<file path="src/rtl/sim_run_ctrl.sv">
// sim_run_ctrl: run controller for a MIPS-family core.
// It sequences the core reset, enables execution, and counts run cycles and
// retired instructions. A run ends on a halt request, a PC stall (optional),
// or a programmable cycle limit. Sticky flags report how the run ended.
//
// Ports:
//   clk, rst_n            clock, asynchronous active-low reset
//   run_en                level run request; 0 aborts the run / returns to idle
//   halt_req, retire, pc  core status inputs, sampled while running
//   core_rst_n, core_en   registered reset and clock-enable to the core
//   running               controller is in the run phase
//   done, timeout,
//   stall_halt            sticky end-of-run flags
//   cycle_cnt, instr_cnt  run cycles (wrapping), retired instructions (saturating)
//
// Optional feature: define SIM_RUN_CTRL_STALL_DETECT_EN to treat STALL_CYCLES
// consecutive unchanged-PC run samples as a halt.
module sim_run_ctrl #(
  parameter int unsigned CNT_W        = 32,
  parameter int unsigned ADDR_W       = 32,
  parameter int unsigned RESET_CYCLES = 1,
  parameter int unsigned MAX_CYCLES   = 18,
  parameter int unsigned STALL_CYCLES = 4
) (
  input  logic              clk,
  input  logic              rst_n,
  input  logic              run_en,
  input  logic              halt_req,
  input  logic              retire,
  input  logic [ADDR_W-1:0] pc,
  output logic              core_rst_n,
  output logic              core_en,
  output logic              running,
  output logic              done,
  output logic              timeout,
  output logic              stall_halt,
  output logic [CNT_W-1:0]  cycle_cnt,
  output logic [CNT_W-1:0]  instr_cnt
);

  typedef enum logic [1:0] {IDLE, RESET, RUN, DONE} state_t;

  localparam int unsigned   RC_W   = $clog2(RESET_CYCLES + 1) + 1;
  localparam logic [RC_W-1:0]  RC_MAX = RC_W'(RESET_CYCLES);
  localparam logic [CNT_W:0]   MAX_V  = (CNT_W+1)'(MAX_CYCLES);

  state_t          state, state_nxt;
  logic [RC_W-1:0] rst_cnt, rst_cnt_nxt;
  logic            core_rst_n_nxt;
  logic            clr, cnt_en;
  logic            set_done, set_timeout, set_stall;
  logic            limit_hit, stall_hit;

  assign limit_hit = (MAX_CYCLES != 0) &&
                     (({1'b0, cycle_cnt} + (CNT_W+1)'(1)) == MAX_V);

`ifdef SIM_RUN_CTRL_STALL_DETECT_EN
  localparam int unsigned SC_W = $clog2(STALL_CYCLES);

  logic [ADDR_W-1:0] pc_q;
  logic [SC_W-1:0]   stall_cnt;
  logic              pc_same;

  assign pc_same   = (pc == pc_q);
  assign stall_hit = (state == RUN) && pc_same &&
                     (stall_cnt == SC_W'(STALL_CYCLES - 1));

  // pc_q samples every cycle so the first run cycle compares against the
  // PC seen at the end of the reset phase.
  always_ff @(posedge clk or negedge rst_n) begin
    if (!rst_n) begin
      pc_q      <= '0;
      stall_cnt <= '0;
    end else begin
      pc_q <= pc;
      if (state == RUN && pc_same)
        stall_cnt <= stall_cnt + SC_W'(1);
      else
        stall_cnt <= '0;
    end
  end

  always_ff @(posedge clk or negedge rst_n) begin
    if (!rst_n)
      stall_halt <= 1'b0;
    else if (clr)
      stall_halt <= 1'b0;
    else if (set_stall)
      stall_halt <= 1'b1;
  end
`else
  logic unused_pc;

  assign unused_pc  = ^pc;
  assign stall_hit  = 1'b0;
  assign stall_halt = 1'b0;
`endif

  always_ff @(posedge clk or negedge rst_n) begin
    if (!rst_n) begin
      state      <= IDLE;
      rst_cnt    <= '0;
      core_rst_n <= 1'b0;
    end else begin
      state      <= state_nxt;
      rst_cnt    <= rst_cnt_nxt;
      core_rst_n <= core_rst_n_nxt;
    end
  end

  // core_rst_n is released one cycle before RUN so the core leaves reset
  // for a cycle before its clock-enable rises.
  always_comb begin
    state_nxt      = state;
    rst_cnt_nxt    = rst_cnt;
    core_rst_n_nxt = 1'b0;
    clr            = 1'b0;
    cnt_en         = 1'b0;
    set_done       = 1'b0;
    set_timeout    = 1'b0;
    set_stall      = 1'b0;
    unique case (state)
      IDLE: begin
        if (run_en) begin
          state_nxt   = RESET;
          rst_cnt_nxt = '0;
          clr         = 1'b1;
        end
      end
      RESET: begin
        if (!run_en) begin
          state_nxt = IDLE;
        end else if (rst_cnt == RC_MAX) begin
          state_nxt      = RUN;
          core_rst_n_nxt = 1'b1;
        end else begin
          rst_cnt_nxt    = rst_cnt + RC_W'(1);
          core_rst_n_nxt = (rst_cnt_nxt == RC_MAX);
        end
      end
      RUN: begin
        cnt_en         = 1'b1;
        core_rst_n_nxt = 1'b1;
        if (!run_en) begin
          state_nxt      = IDLE;
          core_rst_n_nxt = 1'b0;
        end else if (halt_req) begin
          state_nxt = DONE;
          set_done  = 1'b1;
        end else if (stall_hit) begin
          state_nxt = DONE;
          set_done  = 1'b1;
          set_stall = 1'b1;
        end else if (limit_hit) begin
          state_nxt   = DONE;
          set_done    = 1'b1;
          set_timeout = 1'b1;
        end
      end
      DONE: begin
        core_rst_n_nxt = 1'b1;
        if (!run_en) begin
          state_nxt      = IDLE;
          core_rst_n_nxt = 1'b0;
        end
      end
      default: state_nxt = IDLE;
    endcase
  end

  always_ff @(posedge clk or negedge rst_n) begin
    if (!rst_n) begin
      cycle_cnt <= '0;
      instr_cnt <= '0;
      done      <= 1'b0;
      timeout   <= 1'b0;
    end else if (clr) begin
      cycle_cnt <= '0;
      instr_cnt <= '0;
      done      <= 1'b0;
      timeout   <= 1'b0;
    end else begin
      if (cnt_en) begin
        cycle_cnt <= cycle_cnt + CNT_W'(1);
        if (retire && !(&instr_cnt))
          instr_cnt <= instr_cnt + CNT_W'(1);
      end
      if (set_done)
        done <= 1'b1;
      if (set_timeout)
        timeout <= 1'b1;
    end
  end

  assign core_en = (state == RUN);
  assign running = (state == RUN);

endmodule

</file>
<file path="config.mk">
export PLATFORM = sky130hd
export DESIGN_NAME = sim_run_ctrl
export DESIGN_NICKNAME = d
export VERILOG_FILES = /design/src/rtl/sim_run_ctrl.sv
export SDC_FILE = /design/constraint.sdc
export NUM_CORES = 1
export LEC_CHECK = 0
export ABC_CLOCK_PERIOD_IN_PS = 2900
export BUFFER_PORTS_ARGS = -buffer_cell sky130_fd_sc_hd__buf_2
export CAP_MARGIN = 10
export CORE_ASPECT_RATIO = 0.75
export CORE_MARGIN = 2
export CORE_UTILIZATION = 45
export CTS_CLUSTER_DIAMETER = 150
export DETAILED_ROUTE_END_ITERATION = 8
export PLACE_DENSITY = 0.75
export SLEW_MARGIN = 20
export SYNTH_ARGS = -nofsm -noshare
export SYNTH_HDL_FRONTEND = slang
export SYNTH_SLANG_ARGS = --single-unit
export TNS_END_PERCENT = 100
</file>
<file path="constraint.sdc">
create_clock -name clk -period 2.9 [get_ports clk]
set_clock_uncertainty 0.05 [all_clocks]
set_input_delay 0.29 -clock clk [delete_from_list [all_inputs] [get_ports clk]]
set_output_delay 0.29 -clock clk [all_outputs]
set_load 0.01 [all_outputs]
</file>
Word-level counts from Yosys, hierarchy flattened
Cells that the tools add are included.
{"block": "classes", "add_sub_neg": 4, "eq_ne": 12, "n_mux": 34, "reduce_logical": 13}
{"op": "$mux W32", "count": 5}
{"op": "$add A32 B1 Y32 const B", "count": 2}
{"op": "$add A32 B1 Y33 const B", "count": 1}
{"op": "$eq A33 B5 Y1 const B", "count": 1}
{"op": "$reduce_and A32 Y1", "count": 1}
{"op": "$mux W2", "count": 10}
{"op": "$mux W1", "count": 16}
{"op": "$reduce_bool A2 Y1", "count": 5}
{"op": "$ne A2 B2 Y1 const B", "count": 4}
{"op": "$pmux W2 S4", "count": 1}
{"op": "$reduce_and A4 Y1", "count": 2}
{"op": "$eq A2 B1 Y1 const B", "count": 3}
{"op": "$eq A2 B2 Y1 const B", "count": 2}
{"op": "$ne A4 B3 Y1 const B", "count": 1}
{"op": "$pmux W2 S2", "count": 1}
{"op": "$ne A3 B3 Y1 const B", "count": 1}
{"op": "$add A2 B1 Y2 const B", "count": 1}
{"op": "$logic_not A2 Y1", "count": 1}
{"op": "$pmux W1 S2", "count": 1}
{"op": "$reduce_and A2 Y1", "count": 1}
{"op": "$reduce_or A2 Y1", "count": 1}
{"op": "$logic_and A1 B1 Y1", "count": 1}
{"op": "$logic_not A1 Y1", "count": 1}
{"block": "totals", "ff_bits": 71, "input_bits": 37, "output_inout_bits": 70}

Longest topological paths before layout
Gate-level depths: netlist of the first run.
{"block": "depth", "ltp_word": 8, "depth_mapped": 10, "ltp_nobuf": 8}

Least setup slack after synthesis of the first run
No wires, ideal clock.
{"block": "synth_path", "path_kind": "reg-to-reg", "start": "register cycle_cnt[0]", "end": "register done", "setup_time_ns": 0.066, "t_arrival_ns": 2.693, "setup_slack_ns": 0.091, "stages_incl_launch_ff": 10, "path_cell_list": "dfrtp_1 ha_1 nand3_2 buf_6 nor3_1 mux2_2 o22ai_1 or4b_4 nor4_4 a31o_1"}
{"block": "synth_between", "elab_chain_cells": 7}
{"item": "from (decl)", "line_no": "37", "text": "output logic [CNT_W-1:0] cycle_cnt,"}
{"item": "from (signal assigned)", "line_no": "184", "text": "cycle_cnt <= cycle_cnt + CNT_W'(1);"}
{"item": "$add A32 B1 Y33", "line_no": "55", "text": "(({1'b0, cycle_cnt} + (CNT_W+1)'(1)) == MAX_V);"}
{"item": "$eq A33 B5 Y1", "line_no": "55"}
{"item": "$mux W1", "line_no": "154", "text": "end else if (limit_hit) begin"}
{"item": "$mux W1", "line_no": "147", "text": "end else if (halt_req) begin"}
{"item": "$mux W1", "line_no": "144", "text": "if (!run_en) begin"}
{"item": "$mux W1", "line_no": "122", "text": "unique case (state)"}
{"item": "$reduce_bool A2 Y1 (no source line)"}
{"item": "to (signal assigned)", "line_no": "175", "text": "done <= 1'b0;"}
{"item": "to (signal assigned)", "line_no": "180", "text": "done <= 1'b0;"}
{"item": "to (signal assigned)", "line_no": "189", "text": "done <= 1'b1;"}
{"item": "to (decl)", "line_no": "34", "text": "output logic done,"}
No other way between the ends.
A chain may end at the register's enable or synchronous reset.

Final worst setup path of the first run
{"block": "layout_path", "start": "register cycle_cnt[0]", "end": "register timeout"}
{"block": "layout_between", "elab_chain_cells": 7}
{"item": "$add A32 B1 Y33", "line_no": "55"}
{"item": "$eq A33 B5 Y1", "line_no": "55"}
{"item": "$mux W1", "line_no": "154"}
{"item": "$mux W1", "line_no": "147"}
{"item": "$mux W1", "line_no": "144"}
{"item": "$mux W1", "line_no": "122"}
{"item": "$reduce_bool A2 Y1 (no source line)"}
{"item": "to (signal assigned)", "line_no": "176", "text": "timeout <= 1'b0;"}
{"item": "to (signal assigned)", "line_no": "181", "text": "timeout <= 1'b0;"}
{"item": "to (signal assigned)", "line_no": "191", "text": "timeout <= 1'b1;"}
{"item": "to (decl)", "line_no": "35", "text": "output logic timeout,"}
No other way between the ends.

==> results.ini, run 1 <==
[clock_network]
cts_buffer_depth = 2
cts_setup_buffers = 0
cts_tree = done
cts_resized = 0
cts_inserted_buffers = 9
clkTransAtPathRegs_ps = 60
cts_root_buf = clkbuf_16
cts_sinks = 71
clk_latency_ps = 330
cts_max_level = 3

[logic_synthesis]
async_flop_share = 1.00
synth_top_area_cell = dfrtp_1
syn_avg_cell_area_um2 = 8.60
syn_nets = 546
synthFlopType = dfrtp_1
synth.top_cell.area_share = 0.410
syn-cell-area_mm2 = 0.00433
synth_seq_cells = 71
synth.area.top_cells = dfrtp_1, o21ai_0, nand2_1
netlist_instances = 504
yosysWarningCount = 0
synth_edf_count = 0
yosysUniqueCellTypes = 59
seq_area_frac_synth = 0.410

[routing]
wl_um = 11600
vias_per_cell = 5.80
drt_pass1_iterations = 5
antenna_left = 0
wl_per_cell_um = 16.2
drc_errors = 0
num_vias = 4134
drtIter0Drc = 335

[setup_path]
cp-start-kind = flip-flop
slowest_stage = or4b_4
worstSetupEndpointType = flip-flop
path_buf_inv = 0
cp_cell_sequence = ha_1 > nand3_2 > nor3_1 > mux2_2 > o22ai_1 > or4b_4 > nor4_4 > a22o_1
arrival_ps = 2930
crit_family = simple AND/OR/NAND/NOR gates
worst-setup-path-type = flip-flop to flip-flop
cp.required_ps = 3110
cp_max_fo = 7
max_stage_delay_ps = 500

[cells_and_area]
layout-drive-gt1-share = 0.214
antenna_cells = 0
fillCellCount = 823
layout.nets = 622
final_common_cell = buf_2
syn_to_final_growth_pct = 20.6
final_cell_mix = buf_2, dfrtp_1, nand2_1

[global_routing]
grt_use_total = 0.224
gr-total-overflow = 0
grt_pass1_vias = 3787
grt_pass1_wl_um = 19000
grt_start_max_net_pins = 43
antenna_found_initial = 0

[run_status]
outcome = finished clean

[placement]
port_buffers = 73
place_hpwl_um = 8070
place_congestion = 0.885

[floorplanning]
dieArea_mm2 = 0.0104
fp-row-count = 30
core_area_mm2 = 0.00920
fp.dieW_um = 117
die_y_um = 89.0
boundaryPins = 107
start_util = 0.471

[pwr]
power_mw = 2.71
powerDensity_mw_per_mm2 = 519
power.switching_mw = 0.749
p_int_mw = 1.96
p_comb_frac = 0.164
seq_power_share = 0.393
swShare = 0.276
peakVddDrop_uv = 297
leakage_nw = 2.41
clock_power_share = 0.443

[timing]
rsz0062_at_grt = no
finalSetupTns_ps = 0
hold_viol = 0
tightest_slew_ps = 710
finalCritPeriodShare = 0.939
maxSlewViolCount = 0
fmax_mhz = 367
final.min_clock_period_ps = 2720
hold-worst-slack_ps = 204
setup_viol = 0
max_slew_margin = 0.526

[worst_hold_path]
hp-class = input pin to flip-flop

[run]
max_cap_violations = 0

cell usage after synthesis (all sizes together) (3+ instances only):
library cell / number
a21oi: 15
a22o: 5
a31oi: 10
and2: 5
and3: 11
and4: 10
buf: 16
clkbuf: 16
dfrtp: 71
ha: 5
inv: 9
mux2: 3
nand2: 67
nand2b: 3
nand3: 21
nand4: 27
nor2: 47
nor3: 13
nor4: 9
o21ai: 56
o22ai: 3
o31ai: 7
or3: 5
xnor2: 15
xor2: 22
power groups by stage:
stage | Sequential, mW | Combinational, mW | Clock, mW
final | 1.07 | 0.444 | 1.20
after global routing | 1.07 | 0.498 | 1.25
after CTS | 1.07 | 0.445 | 1.22
after detailed placement | 1.08 | 0.440 | 0
after global placement | 1.08 | 0.425 | 0
after floorplan | 1.09 | 0.270 | 0
final cells by class:
type	count	area (um2)	area share
Tap cell	128	160	0.0306
Inverter	9	33.8	0.00646
Multi-Input combinational cell	392	2370	0.454
Clock buffer	11	243	0.0464
Sequential cell	71	1780	0.340
Clock inverter	5	81.3	0.0156
Timing Repair Buffer	97	561	0.107
metrics by stage:
step | std cells | instance area (um2) | util | setup slack [ps]
after floorplan | 504 | 4330 | - | 91.4
after global placement | 696 | 4890 | 0.532 | 262
after detailed placement | 696 | 4890 | 0.532 | 215
after CTS | 713 | 5220 | 0.568 | 176
after global routing | 713 | 5230 | 0.568 | 32.8
final | 713 | 5230 | 0.568 | 177
timing repair:
action | in CTS | in global routing
setup endpoints to repair | 0 | 0
hold buffers | 1 | 0
hold endpoints to repair | 29 | 0
path summary, 6_finish.rpt:
kind	from	end	slack, ps	cells after the start
max in group asynchronous	rst_n	cycle_cnt[12]	1630	3
worst max register to register	cycle_cnt[0]	timeout	180	8
worst min-delay path	halt_req	state[0]	200	2
worst max-delay path	cycle_cnt[0]	timeout	180	8
worst min register to register	timeout	timeout	450	1
min in group asynchronous	rst_n	instr_cnt[18]	500	2
routing by layer:
| metal | up-vias | track usage | part of all wire |
|---|---|---|---|
| met2 | 130 | 0.353 | 0.46 |
| met4 | 0 | 0.0548 | 0.0087 |
| li1 | 1968 | - | - |
| met1 | 2025 | 0.321 | 0.48 |
| met3 | 11 | 0.0453 | 0.051 |
| met5 | - | 0 | 0 |
kinds of logic after synthesis:
| family | count (synthesis) | share of synthesized area |
|---|---|---|
| AO/OA/AOI/OAI | 113 | 0.157 |
| XOR/XNOR | 37 | 0.0748 |
| adder cells (fa/ha/maj) | 5 | 0.0144 |
| buffers and inverters | 41 | 0.0439 |
| flip-flops | 71 | 0.410 |
| multiplexers | 5 | 0.0124 |
| other | 1 | 0.000865 |
| AND/OR/NAND/NOR | 231 | 0.287 |
flip-flops by register name (all words and copies together), names as in the netlist:
signal,cells
core_rst_n,1
cycle_cnt,32
done,1
instr_cnt,32
rst_cnt,2
state,2
timeout,1
(Power assumes the default switching activity.)
==> run 2: changes to the inputs <==
--- a/config.mk
+++ b/config.mk
@@ -5,7 +5,7 @@
 export SDC_FILE = /design/constraint.sdc
 export NUM_CORES = 1
 export LEC_CHECK = 0
-export ABC_CLOCK_PERIOD_IN_PS = 2900
+export ABC_AREA = 1
 export BUFFER_PORTS_ARGS = -buffer_cell sky130_fd_sc_hd__buf_2
 export CAP_MARGIN = 10
 export CORE_ASPECT_RATIO = 0.75
@@ -13,7 +13,7 @@
 export CORE_UTILIZATION = 45
 export CTS_CLUSTER_DIAMETER = 150
 export DETAILED_ROUTE_END_ITERATION = 8
-export PLACE_DENSITY = 0.75
+export PLACE_DENSITY = 0.74
 export SLEW_MARGIN = 20
 export SYNTH_ARGS = -nofsm -noshare
 export SYNTH_HDL_FRONTEND = slang
==> run 2 against run 1 <==
  * Core utilization decreased by 2.2 points
  * Via count increased by 19%
  * Non-clock buffer count decreased by 19
  * Setup slack improved by 190 ps
  * Critical path depth increased by 8
  * Synthesized cell count increased by 38%
  * Final cell count increased by 28%
==> results.ini, run 2 <==
[run_status]
outcome = finished clean

[clock_network]
cts_inserted_buffers = 9
cts_sinks = 71
clk_latency_ps = 340
cts_root_buf = clkbuf_16
cts_resized = 0
clkTransAtPathRegs_ps = 60
cts_tree = done
cts_buffer_depth = 2
cts_max_level = 3
holdBufCountCts = 0
cts_setup_buffers = 0

[setup_path]
startpoint = instr_cnt[1]
max_stage_delay_ps = 410
reg2reg_to = instr_cnt[28]
r2r_start = instr_cnt[1]
path_buf_inv = 1
r2r_setup_slack_ps = 370
crit_family = simple AND/OR/NAND/NOR gates
endpoint = instr_cnt[28]
cp_cell_sequence = ha_1 > nand2_1 > nor2_1 > nand2_1 > nor2_4 > nand2_2 > nor2_2 > nand2_1 > nand2_4 > nand2_4 > inv_2 > nor2_1 > nand2_1 > nand2_1 > nand2_1 > nor2_1
cp-start-kind = flip-flop
arrival_ps = 2710
r2r_cells = 16
slowest_stage = dfrtp_1
cp_max_fo = 23
cp_common_cell = nand2_1
worstSetupEndpointType = flip-flop
worst-setup-path-type = flip-flop to flip-flop
cp.required_ps = 3080
cp.depth = 16

[routing]
wl_um = 13500
drc_errors = 0
drt_pass1_iterations = 5
drtIter0Drc = 354
vias_per_cell = 5.39
num_vias = 4920
antenna_left = 0
wl_per_cell_um = 14.7

[cells_and_area]
layout-drive-gt1-share = 0.162
top_regs = cycle_cnt: 32 flops, instr_cnt: 32 flops
final_common_cell = nand2_1
syn_to_final_growth_pct = 19.3
final_cell_mix = nand2_1, inv_1, nor2_1
antenna_cells = 0
layout.nets = 814

[logic_synthesis]
syn-cell-area_mm2 = 0.00466
seq_area_frac_synth = 0.382
netlist_instances = 696
synth_edf_count = 0
synth_commonest_cells = nand2_1, inv_1, nor2_1
yosysUniqueCellTypes = 41
syn_avg_cell_area_um2 = 6.69
synthFlopType = dfrtp_1
syn_nets = 738
synth.area.top_cells = dfrtp_1, nand2_1, inv_1
async_flop_share = 1.00
synth.top_cell.area_share = 0.382
yosysMostFrequentCell = nand2_1
yosysWarningCount = 0
synth_seq_cells = 71
synth_top_area_cell = dfrtp_1

[placement]
place_hpwl_um = 10100
port_buffers = 73
place_congestion = 0.977

[timing]
maxSlewViolCount = 0
rsz0062_at_grt = no
max_slew_margin = 0.404
hold-worst-slack_ps = 15.3
hold_viol = 0
setup_viol = 0
finalCritPeriodShare = 0.874
tightest_slew_ps = 894
finalSetupTns_ps = 0
fmax_mhz = 395
final.min_clock_period_ps = 2530

[global_routing]
grt_pass1_vias = 4355
grt_pass1_wl_um = 21800
antenna_found_initial = 0
grt_use_total = 0.249
grt_start_max_net_pins = 38
gr-total-overflow = 0

[pwr]
powerDensity_mw_per_mm2 = 578
power_mw = 3.21
power.switching_mw = 0.983
swShare = 0.306
clock_power_share = 0.435
seq_power_share = 0.353
p_int_mw = 2.23
peakVddDrop_uv = 320
leakage_nw = 2.67
p_comb_frac = 0.212

[floorplanning]
die_y_um = 92.1
core_area_mm2 = 0.0102
boundaryPins = 107
dieArea_mm2 = 0.0112
fp.dieW_um = 121
fp-row-count = 32
start_util = 0.458

[run]
max_cap_violations = 0

[worst_hold_path]
hp-class = input pin to asynchronous set/reset pin

==> run 2: cell count changes in the layout (fill, tap and decap cells not counted), moves of 13 or more <==
cell and change:
nand3_1 +24, buf_4 -18, inv_1 +82, nand2_1 +150, xnor2_1 -13, nor2_1 +43, xor2_1 -18, o21ai_0 -16
==> run 2: cell families after synthesis <==
kind of cell,share of synthesized area
other,0.000805
AND/OR/NAND/NOR,0.399
buffers and inverters,0.0897
adder cells (fa/ha/maj),0.0134
XOR/XNOR,0.0113
flip-flops,0.382
AO/OA/AOI/OAI,0.105
==> run 2: worst min path at each step <==
stage                     slack, ps  depth (start not counted)             to   from
after floorplan                 -60                          0     core_rst_n  rst_n
final                            20                          1  cycle_cnt[19]  rst_n
after global routing             90                          1  cycle_cnt[18]  rst_n
after CTS                        60                          1  cycle_cnt[17]  rst_n
after detailed placement        410                          1  cycle_cnt[18]  rst_n
after global placement          410                          1  cycle_cnt[18]  rst_n
==> run 2: layout make-up <==
class / count / area, um2
fillers: 1018 / 4610
multi-input cells: 518 / 2460
flip-flops and latches: 71 / 1780
repair buffers: 78 / 415
inverters: 94 / 353
clock buffers: 11 / 253
well taps: 136 / 170
clock inverters: 5 / 128
==> run 2: per-layer routing <==
metal  GRT usage  routed length (um)
met1       0.378                6440
met2       0.346                5660
met3      0.0609                1170
met4      0.0785                 180
met5           0                   0
==> run 2: power groups by stage <==
stage / clock network (mW) / logic (mW) / registers (mW)
5_1_grt: 1.47 / 0.748 / 1.15
4_1_cts: 1.42 / 0.674 / 1.13
3_5_place_dp: 0 / 0.669 / 1.15
6_report: 1.40 / 0.681 / 1.13
3_3_place_gp: 0 / 0.661 / 1.14
2_1_floorplan: 0 / 0.438 / 1.16
==> run 2: worst register-to-register path: cells and delay by family, from the launching register on <==
family	cells	cell delay (ps)
simple gates	14	1540
flops	1	410
fa+ha+maj	1	220
buf+inv	1	210
==> run 2: stage by stage <==
step                      instances  cell area, um2  setup WS (ps)   util
final                           913            5560            367  0.547
after global routing            913            5560           96.8  0.547
after CTS                       913            5560            397  0.547
after detailed placement        897            5180            409  0.509
after global placement          897            5180            458  0.509
after floorplan                 696            4660            845      -
